<file path="src/rtl/btn_pkg.sv">
// Shared types and timing constants for the push-button pulse generator.
// Holds the repeat FSM state encoding plus board and simulation timing presets.
package btn_pkg;

  typedef enum logic [1:0] {
    IDLE   = 2'd0,
    DELAY  = 2'd1,
    REPEAT = 2'd2
  } rep_state_t;

  localparam int DEF_N_BTN    = 4;
  localparam int DEF_TICK_DIV = 100000;
  localparam int DEF_DEB_CNT  = 10;
  localparam int DEF_REP_DLY  = 500;
  localparam int DEF_REP_PER  = 100;

  // Short timing so a simulation exercises every path in a few hundred cycles
  localparam int SIM_TICK_DIV = 4;
  localparam int SIM_DEB_CNT  = 3;
  localparam int SIM_REP_DLY  = 8;
  localparam int SIM_REP_PER  = 4;

  function automatic int cnt_width(input int max_val);
    return (max_val > 1) ? $clog2(max_val) : 1;
  endfunction

endpackage

</file>
<file path="src/rtl/btn_channel.sv">
// One button channel: tick-sampled debounce followed by the press/repeat/release FSM.
// Pulses are registered in the same edge that updates the debounced level.
module btn_channel
  import btn_pkg::*;
#(
  parameter int DEB_CNT = DEF_DEB_CNT,
  parameter int REP_DLY = DEF_REP_DLY,
  parameter int REP_PER = DEF_REP_PER
) (
  input  logic clk,
  input  logic rstn,
  input  logic tick,
  input  logic p,
  input  logic en,
  output logic level,
  output logic press,
  output logic rpt,
  output logic rel
);

  localparam int DW = cnt_width(DEB_CNT);
  localparam int RW = cnt_width((REP_DLY > REP_PER) ? REP_DLY : REP_PER);
  localparam logic [DW-1:0] DEB_LAST = DW'(DEB_CNT - 1);
  localparam logic [RW-1:0] DLY_LAST = RW'(REP_DLY - 1);
  localparam logic [RW-1:0] PER_LAST = RW'(REP_PER - 1);

  logic          level_reg, level_next;
  logic [DW-1:0] dcnt_reg, dcnt_next;
  logic [RW-1:0] rcnt_reg, rcnt_next;
  rep_state_t    state_reg, state_next;
  logic          press_reg, press_next;
  logic          rpt_reg, rpt_next;
  logic          rel_reg, rel_next;
  logic          rise, fall;

  always_comb begin
    level_next = level_reg;
    dcnt_next  = dcnt_reg;
    if (tick) begin
      if (p == level_reg) begin
        dcnt_next = '0;
      end else if (dcnt_reg == DEB_LAST) begin
        level_next = ~level_reg;
        dcnt_next  = '0;
      end else begin
        dcnt_next = dcnt_reg + 1'b1;
      end
    end
  end

  // Edges are taken from the next level so pulses line up with btn_level
  assign rise = level_next & ~level_reg;
  assign fall = ~level_next & level_reg;

  always_comb begin
    state_next = state_reg;
    rcnt_next  = rcnt_reg;
    press_next = 1'b0;
    rpt_next   = 1'b0;
    rel_next   = 1'b0;
    if (!en) begin
      state_next = IDLE;
      rcnt_next  = '0;
    end else if (fall) begin
      rel_next   = 1'b1;
      state_next = IDLE;
      rcnt_next  = '0;
    end else begin
      case (state_reg)
        IDLE: begin
          if (rise) begin
            press_next = 1'b1;
            rpt_next   = 1'b1;
            rcnt_next  = '0;
            state_next = DELAY;
          end
        end
        DELAY: begin
          if (tick) begin
            if (rcnt_reg == DLY_LAST) begin
              rpt_next   = 1'b1;
              rcnt_next  = '0;
              state_next = REPEAT;
            end else begin
              rcnt_next = rcnt_reg + 1'b1;
            end
          end
        end
        REPEAT: begin
          if (tick) begin
            if (rcnt_reg == PER_LAST) begin
              rpt_next  = 1'b1;
              rcnt_next = '0;
            end else begin
              rcnt_next = rcnt_reg + 1'b1;
            end
          end
        end
        default: begin
          state_next = IDLE;
          rcnt_next  = '0;
        end
      endcase
    end
  end

  always_ff @(posedge clk) begin
    if (!rstn) begin
      level_reg <= 1'b0;
      dcnt_reg  <= '0;
      rcnt_reg  <= '0;
      state_reg <= IDLE;
      press_reg <= 1'b0;
      rpt_reg   <= 1'b0;
      rel_reg   <= 1'b0;
    end else begin
      level_reg <= level_next;
      dcnt_reg  <= dcnt_next;
      rcnt_reg  <= rcnt_next;
      state_reg <= state_next;
      press_reg <= press_next;
      rpt_reg   <= rpt_next;
      rel_reg   <= rel_next;
    end
  end

  assign level = level_reg;
  assign press = press_reg;
  assign rpt   = rpt_reg;
  assign rel   = rel_reg;

endmodule

</file>
<file path="src/rtl/btn_pulse_gen.sv">
// Front-panel button conditioner: synchronises raw active-low buttons and
// shares one sample-tick prescaler across N_BTN debounce/repeat channels.
module btn_pulse_gen
  import btn_pkg::*;
#(
  parameter int N_BTN    = DEF_N_BTN,
  parameter int TICK_DIV = DEF_TICK_DIV,
  parameter int DEB_CNT  = DEF_DEB_CNT,
  parameter int REP_DLY  = DEF_REP_DLY,
  parameter int REP_PER  = DEF_REP_PER
) (
  input  logic             clk,
  input  logic             rstn,
  input  logic [N_BTN-1:0] btn_n,
  input  logic             en,
  output logic [N_BTN-1:0] btn_level,
  output logic [N_BTN-1:0] btn_press,
  output logic [N_BTN-1:0] btn_release,
  output logic [N_BTN-1:0] btn_rpt
);

  localparam int TW = cnt_width(TICK_DIV);
  localparam logic [TW-1:0] TICK_LAST = TW'(TICK_DIV - 1);

  logic [N_BTN-1:0] sync1_reg, sync2_reg;
  logic [TW-1:0]    pcnt_reg;
  logic             tick;
  logic [N_BTN-1:0] p;

  // Synchroniser resets to "released" so reset never looks like a press
  always_ff @(posedge clk) begin
    if (!rstn) begin
      sync1_reg <= '1;
      sync2_reg <= '1;
    end else begin
      sync1_reg <= btn_n;
      sync2_reg <= sync1_reg;
    end
  end

  assign p    = ~sync2_reg;
  assign tick = (pcnt_reg == TICK_LAST);

  always_ff @(posedge clk) begin
    if (!rstn) begin
      pcnt_reg <= '0;
    end else if (tick) begin
      pcnt_reg <= '0;
    end else begin
      pcnt_reg <= pcnt_reg + 1'b1;
    end
  end

  for (genvar gi = 0; gi < N_BTN; gi++) begin : g_chan
    btn_channel #(
      .DEB_CNT (DEB_CNT),
      .REP_DLY (REP_DLY),
      .REP_PER (REP_PER)
    ) u_chan (
      .clk   (clk),
      .rstn  (rstn),
      .tick  (tick),
      .p     (p[gi]),
      .en    (en),
      .level (btn_level[gi]),
      .press (btn_press[gi]),
      .rpt   (btn_rpt[gi]),
      .rel   (btn_release[gi])
    );
  end

endmodule

</file>
<file path="config.mk">
export PLATFORM = sky130hd
export DESIGN_NAME = btn_pulse_gen
export DESIGN_NICKNAME = d
export VERILOG_FILES = /design/src/rtl/btn_pkg.sv /design/src/rtl/btn_channel.sv /design/src/rtl/btn_pulse_gen.sv
export SDC_FILE = /design/constraint.sdc
export NUM_CORES = 1
export LEC_CHECK = 0
export ABC_CLOCK_PERIOD_IN_PS = 7440
export CAP_MARGIN = 40
export CORE_UTILIZATION = 30
export DETAILED_ROUTE_END_ITERATION = 7
export PLACE_DENSITY = 0.48
export SKIP_LAST_GASP = 1
export SLEW_MARGIN = 30
export SYNTH_ARGS = -nofsm -noshare
export SYNTH_HDL_FRONTEND = slang
export SYNTH_SLANG_ARGS = --single-unit
</file>
<file path="constraint.sdc">
create_clock -name clk -period 7.44 [get_ports clk]
set_clock_uncertainty 0.15 [all_clocks]
set_input_delay 1.488 -clock clk [delete_from_list [all_inputs] [get_ports clk]]
set_output_delay 1.488 -clock clk [all_outputs]
set_load 0.01 [all_outputs]
</file>
==> results of run 1 <==
[worst min path at each step]
stage            startpoint      endpoint  cells past startpoint
6_report       sync1_reg[3]  sync2_reg[3]                      1
5_1_grt        sync1_reg[1]  sync2_reg[1]                      1
4_1_cts        sync1_reg[3]  sync2_reg[3]                      1
3_5_place_dp   sync1_reg[3]  sync2_reg[3]                      1
3_3_place_gp   sync1_reg[3]  sync2_reg[3]                      1
2_1_floorplan  sync1_reg[0]  sync2_reg[0]                      1
[routing by layer]
layer  up-vias  GRT usage (%)  wire, um
li1       2376              -         -
met1      2244           18.5      6140
met2        60           23.5      6060
met3        11           3.30       389
met4         0           4.15       133
met5         -              0         0
[cells by family after synthesis]
logic type	count (synthesis)	share of synthesized area (%)
fa+ha+maj	30	6.89
mux	1	0.184
compound gates	163	20.9
xor+xnor	17	2.73
flops	101	37.1
buf+inv	62	5.71
simple gates	266	26.5
[power groups by stage]
stage	Clock [mW]	Sequential (mW)	Combinational, mW
2_1_floorplan	0	0.558	0.0143
3_3_place_gp	0	0.559	0.0233
3_5_place_dp	0	0.559	0.0231
4_1_cts	0.531	0.546	0.0232
5_1_grt	0.553	0.547	0.0257
6_report	0.510	0.546	0.0231
[final cells by class]
class,instances,area (um2)
fill,1807,11400
multi-input combinational,477,3120
sequential,101,2020
tap,225,282
timing repair buffer,30,278
clock buffer,10,239
clock inverter,6,86.3
inverter,23,86.3
[through the flow]
step | hold slack (ns) | utilization, % | instance area (um2) | worst slack [ns]
after CTS | 0.264 | 34.9 | 6110 | 4.04
after detailed placement | 0.248 | 33.0 | 5790 | 3.67
after floorplan | 0.236 | - | 5450 | 4.57
final | 0.258 | 34.9 | 6120 | 4.04
after global placement | 0.245 | 33.0 | 5780 | 3.69
after global routing | 0.279 | 34.9 | 6120 | 3.89
[synthesized netlist by cell type (all sizes together) (2+ instances only)]
library cell and number:
dfxtp 101, nand2 48, nor2 46, o21ai 36, nand3 34, ha 30
a21oi 26, inv 23, buf 21, or3 21, a211oi 20, nand2b 20
nand4 19, o31ai 19, clkbuf 18, nor3 14, o22ai 14, and3 11
xnor2 10, or4 9, a41oi 8, nand4b 8, a311oi 7, nor2b 7
or2 7, xor2 7, and2 6, nand3b 5, nor4 5, o211ai 5
o41ai 5, o211a 4, a21boi 3, a21o 3, o21a 3, a221oi 2
o32ai 2, or4b 2, or4bb 2
==> impl_metrics.yaml, run 1 <==
yosys:
  ys_async_sr_fraction_pct: 0
  synth_flop_cell: "dfxtp_1"
  synth-seq-cells: 101
  synth_top_area_share_pct: 37.1
  seq_area_frac_synth_pct: 37.1
  syn_nets: 677
  synthTopCellsByArea: "dfxtp_1 37%, ha_1 6.9%, nand2_1 3.3%"
  syn_avg_cell_area_um2: 8.52
  syn_area_um2: 5450
  ys_warn_count: 0
  synth_top_cell_by_area: "dfxtp_1"
  syn_inst: 640
  synth_edf_count: 0
  synth_cell_types: 58
global_route:
  grt.overflow.total: 0
  grt_use_total_pct: 14.3
  grt_pass1_wl_um: 21300
  antenna_found_initial: 0
  grt_max_degree: 42
  first_global_vias: 4422
drt:
  first_pass_iters: 4
  post_drt_wl_per_cell_um: 14.6
  first_iter_violations: 288
  vias: 4691
  drc: 0
  via_per_inst: 5.38
  ant_nets: 0
  routed_wl_um: 12700
pwr:
  p_sw_share_pct: 20.8
  peakVddDrop_uv: 126
  p_leak_nw: 2.03
  power.switching_mw: 0.224
  power_frac_comb_pct: 2.1
  internal-power_mw: 0.855
  p_total_mw: 1.08
  powerDensity_nw_per_um2: 176
  seq_power_share_pct: 50.6
  power_frac_clock_pct: 47.2
critical_path:
  cpPeakStageDelay_ns: 0.54
  crit_path_end: "g_chan[0].u_chan.rcnt_reg[7]"
  path_depth: 6
  crit_arrival_ns: 3.51
  start_kind: "primary input"
  path_delay_family: "simple AND/OR/NAND/NOR gates"
  reg2reg_depth: 5
  crit-reg2reg-launch: "pcnt_reg[8]"
  r2r_setup_slack_ns: 4.21
  crit_start: "rstn"
  path_cells: "clkdlybuf4s50_1, buf_4, nand2_1, a21o_1, or4_1, o22ai_1"
  required_ns: 7.55
  crit_fanout: 27
  slowest_stage: "or4_1"
  cp_num_buf_inv: 2
  reg2reg_to: "g_chan[1].u_chan.rcnt_reg[5]"
  path_class: "primary input to register"
  end_kind: "register"
floorplan:
  io_pins: 23
  core_area_um2: 17500
  fp.dieW_um: 137
  std_cell_rows: 48
  start_util_pct: 31.1
  die-area_um2: 18700
  die_y_um: 137
clock_network:
  clk_pin_slew_ns: 0.07
  post_cts_resized: 0
  cts_tree: "yes"
  ctsHoldBuffers: 0
  htreeDepth: 3
  worstSkewPairLatency_ns: 0.34
  clockBufferDepth: 2
  cts_setup_buffers: 0
  cts_made_buffers: 9
  cts_root_buf: "clkbuf_16"
  cts_sinks: 101
finish:
  largest_reg_flops: 36
  n_antenna_cell: 0
  fin_cells: 872
  areaGrowthSynthToFinish_pct: 12.2
  nNetsFinal: 679
  drive_gt1_share_pct: 6.18
  final_cell_mix: "101 x dfxtp_1, 48 x nand2_1, 46 x nor2_1"
  layout_commonest_cell: "dfxtp_1"
timing:
  maxSlewHeadroom_pct: 48.0
  tns_ns: 0
  min_period_ns: 3.40
  tightest_slew_ns: 0.775
  rsz0062_at_grt: "false"
  max_freq_ghz: 0.294
  finalHoldViolations: 0
  setup_violations: 0
  timing.final.crit_share_pct: 45.7
  maxSlewViolCount: 0
place:
  dpl.hpwl_um: 8830
  dp_cells: 855
  place_congestion: 0.806
  port_buffers: 22
outcome:
  outcome: "finished, final reports clean"
min_path:
  hold_path.class: "register to register"
flow_run:
  maxCapViolCount: 0
(Power assumes the default switching activity.)
==> inputs of run 2 (changes only) <==
--- a/config.mk
+++ b/config.mk
@@ -5,7 +5,7 @@
 export SDC_FILE = /design/constraint.sdc
 export NUM_CORES = 1
 export LEC_CHECK = 0
-export ABC_CLOCK_PERIOD_IN_PS = 7440
+export ABC_CLOCK_PERIOD_IN_PS = 3400
 export CAP_MARGIN = 40
 export CORE_UTILIZATION = 30
 export DETAILED_ROUTE_END_ITERATION = 7
==> constraint.sdc (replaced) <==
create_clock -name clk -period 3.4 [get_ports clk]
set_clock_uncertainty 0.15 [all_clocks]
set_input_delay 0.68 -clock clk [delete_from_list [all_inputs] [get_ports clk]]
set_output_delay 0.68 -clock clk [all_outputs]
set_load 0.01 [all_outputs]
==> run 2 against run 1 <==
- flip-flop and latch count unchanged
- worst hold slack better by 0.0058 ns
- utilization up 0.13 points
- clock power up 120%
- final cell count up 0.34%
- register-to-register slack worse by 3.8 ns
- critical path type is now register to register
==> impl_metrics.yaml, run 2 (synthesis results as in run 1) <==
outcome:
  outcome: "finished, final reports clean"
place:
  place_congestion: 0.778
  dpl.hpwl_um: 9020
  port_buffers: 22
timing:
  setup_violations: 0
  maxSlewHeadroom_pct: 52.0
  maxSlewViolCount: 0
  tns_ns: 0
  hold_ws_ns: 0.264
  finalHoldViolations: 0
  tightest_slew_ns: 0.714
  rsz0062_at_grt: "false"
  max_freq_ghz: 0.334
  min_period_ns: 3.00
  timing.final.crit_share_pct: 88.2
critical_path:
  crit_fanout: 23
  crit_arrival_ns: 3.10
  start_kind: "register"
  end_kind: "register"
  path_class: "register to register"
  required_ns: 3.50
global_route:
  grt_max_degree: 24
  grt.overflow.total: 0
  antenna_found_initial: 0
  grt_use_total_pct: 14.6
  first_global_vias: 4449
  grt_pass1_wl_um: 21500
floorplan:
  std_cell_rows: 48
  die-area_um2: 18700
  fp.dieW_um: 137
  io_pins: 23
  core_area_um2: 17500
  die_y_um: 137
  start_util_pct: 31.1
clock_network:
  cts_tree: "yes"
  worstSkewPairLatency_ns: 0.35
  clk_pin_slew_ns: 0.07
  cts_root_buf: "clkbuf_16"
  cts_made_buffers: 9
  ctsHoldBuffers: 0
  clockBufferDepth: 2
  cts_setup_buffers: 0
  cts_sinks: 101
  htreeDepth: 3
  post_cts_resized: 0
pwr:
  power.switching_mw: 0.489
  p_leak_nw: 2.04
  internal-power_mw: 1.87
  peakVddDrop_uv: 232
  p_sw_share_pct: 20.7
  power_frac_clock_pct: 47.0
  powerDensity_nw_per_um2: 384
  p_total_mw: 2.36
  seq_power_share_pct: 50.7
  power_frac_comb_pct: 2.2
finish:
  final_util_pct: 35.0
  layout_commonest_cell: "dfxtp_1"
  drive_gt1_share_pct: 6.46
  areaGrowthSynthToFinish_pct: 12.6
  final_cell_mix: "101 x dfxtp_1, 48 x nand2_1, 46 x nor2_1"
  largest_reg_flops: 36
  nNetsFinal: 683
  n_antenna_cell: 0
drt:
  drc: 0
  first_iter_violations: 253
  routed_wl_um: 13000
  via_per_inst: 5.43
  ant_nets: 0
  vias: 4750
  first_pass_iters: 5
  post_drt_wl_per_cell_um: 14.8
min_path:
  hold_path.class: "register to register"
flow_run:
  maxCapViolCount: 0
-- run 2: cell count changes in the layout (fill, tap and decap cells not counted), sizes merged --
cell,previous run,this run
clkbuf,10,11
clkinv,3,1
buf,8,12
-- run 2: area by class of cell --
class / instances / area [um2]
clock inverter: 4 / 72.6
tap: 225 / 282
clock buffer: 11 / 243
fill: 1832 / 11400
timing repair buffer: 34 / 310
multi-input combinational: 477 / 3120
inverter: 23 / 86.3
sequential: 101 / 2020
-- run 2: power groups by stage --
stage	clock (mW)	combinational [mW]	sequential, mW
detailed placement	0	0.0528	1.22
floorplan	0	0.0313	1.22
finish	1.11	0.0522	1.20
global placement	0	0.0522	1.22
CTS	1.16	0.0528	1.20
global route	1.20	0.0575	1.20
-- run 2: final timing paths --
path,cells past startpoint,startpoint,slack [ns],endpoint
max reg2reg,5,pcnt_reg[8],0.40,g_chan[3].u_chan.rcnt_reg[2]
max,5,pcnt_reg[8],0.40,g_chan[3].u_chan.rcnt_reg[2]
min,1,sync1_reg[2],0.26,sync2_reg[2]
min reg2reg,1,sync1_reg[2],0.26,sync2_reg[2]
-- run 2: stage by stage --
stage / std cells / worst slack (ns) / cell area [um2]
2_1_floorplan: 640 / 0.815 / 5450
3_3_place_gp: 860 / 0.510 / 5820
3_5_place_dp: 860 / 0.439 / 5820
4_1_cts: 875 / 0.422 / 6140
5_1_grt: 875 / 0.281 / 6140
6_report: 875 / 0.402 / 6140
-- run 2: worst max-delay path, cell delays in order (launching register included) --
cell      delay [ns]
dfxtp_1         0.34
or4b_1          0.57
or4_4           0.72
o41ai_4         0.61
a41oi_1         0.21
a311oi_1        0.30
-- run 2: layer usage --
layer | global-route usage (%) | wire (um) | part of all wire [%] | up-vias
li1 | - | - | - | 2387
met5 | 0 | 0 | 0 | -
met3 | 3.00 | 456 | 3.5 | 19
met2 | 24.6 | 6240 | 48 | 90
met4 | 5.56 | 225 | 1.7 | 0
met1 | 18.2 | 6050 | 47 | 2254
==> inputs of run 3 (changes only) <==
--- a/config.mk
+++ b/config.mk
@@ -10,6 +10,7 @@
 export CORE_UTILIZATION = 30
 export DETAILED_ROUTE_END_ITERATION = 7
 export PLACE_DENSITY = 0.48
+export SETUP_SLACK_MARGIN = 0.05
 export SKIP_LAST_GASP = 1
 export SLEW_MARGIN = 30
 export SYNTH_ARGS = -nofsm -noshare
==> results of run 3 <==
No change in the layout: final DEF, timing and power equal those of run 2.
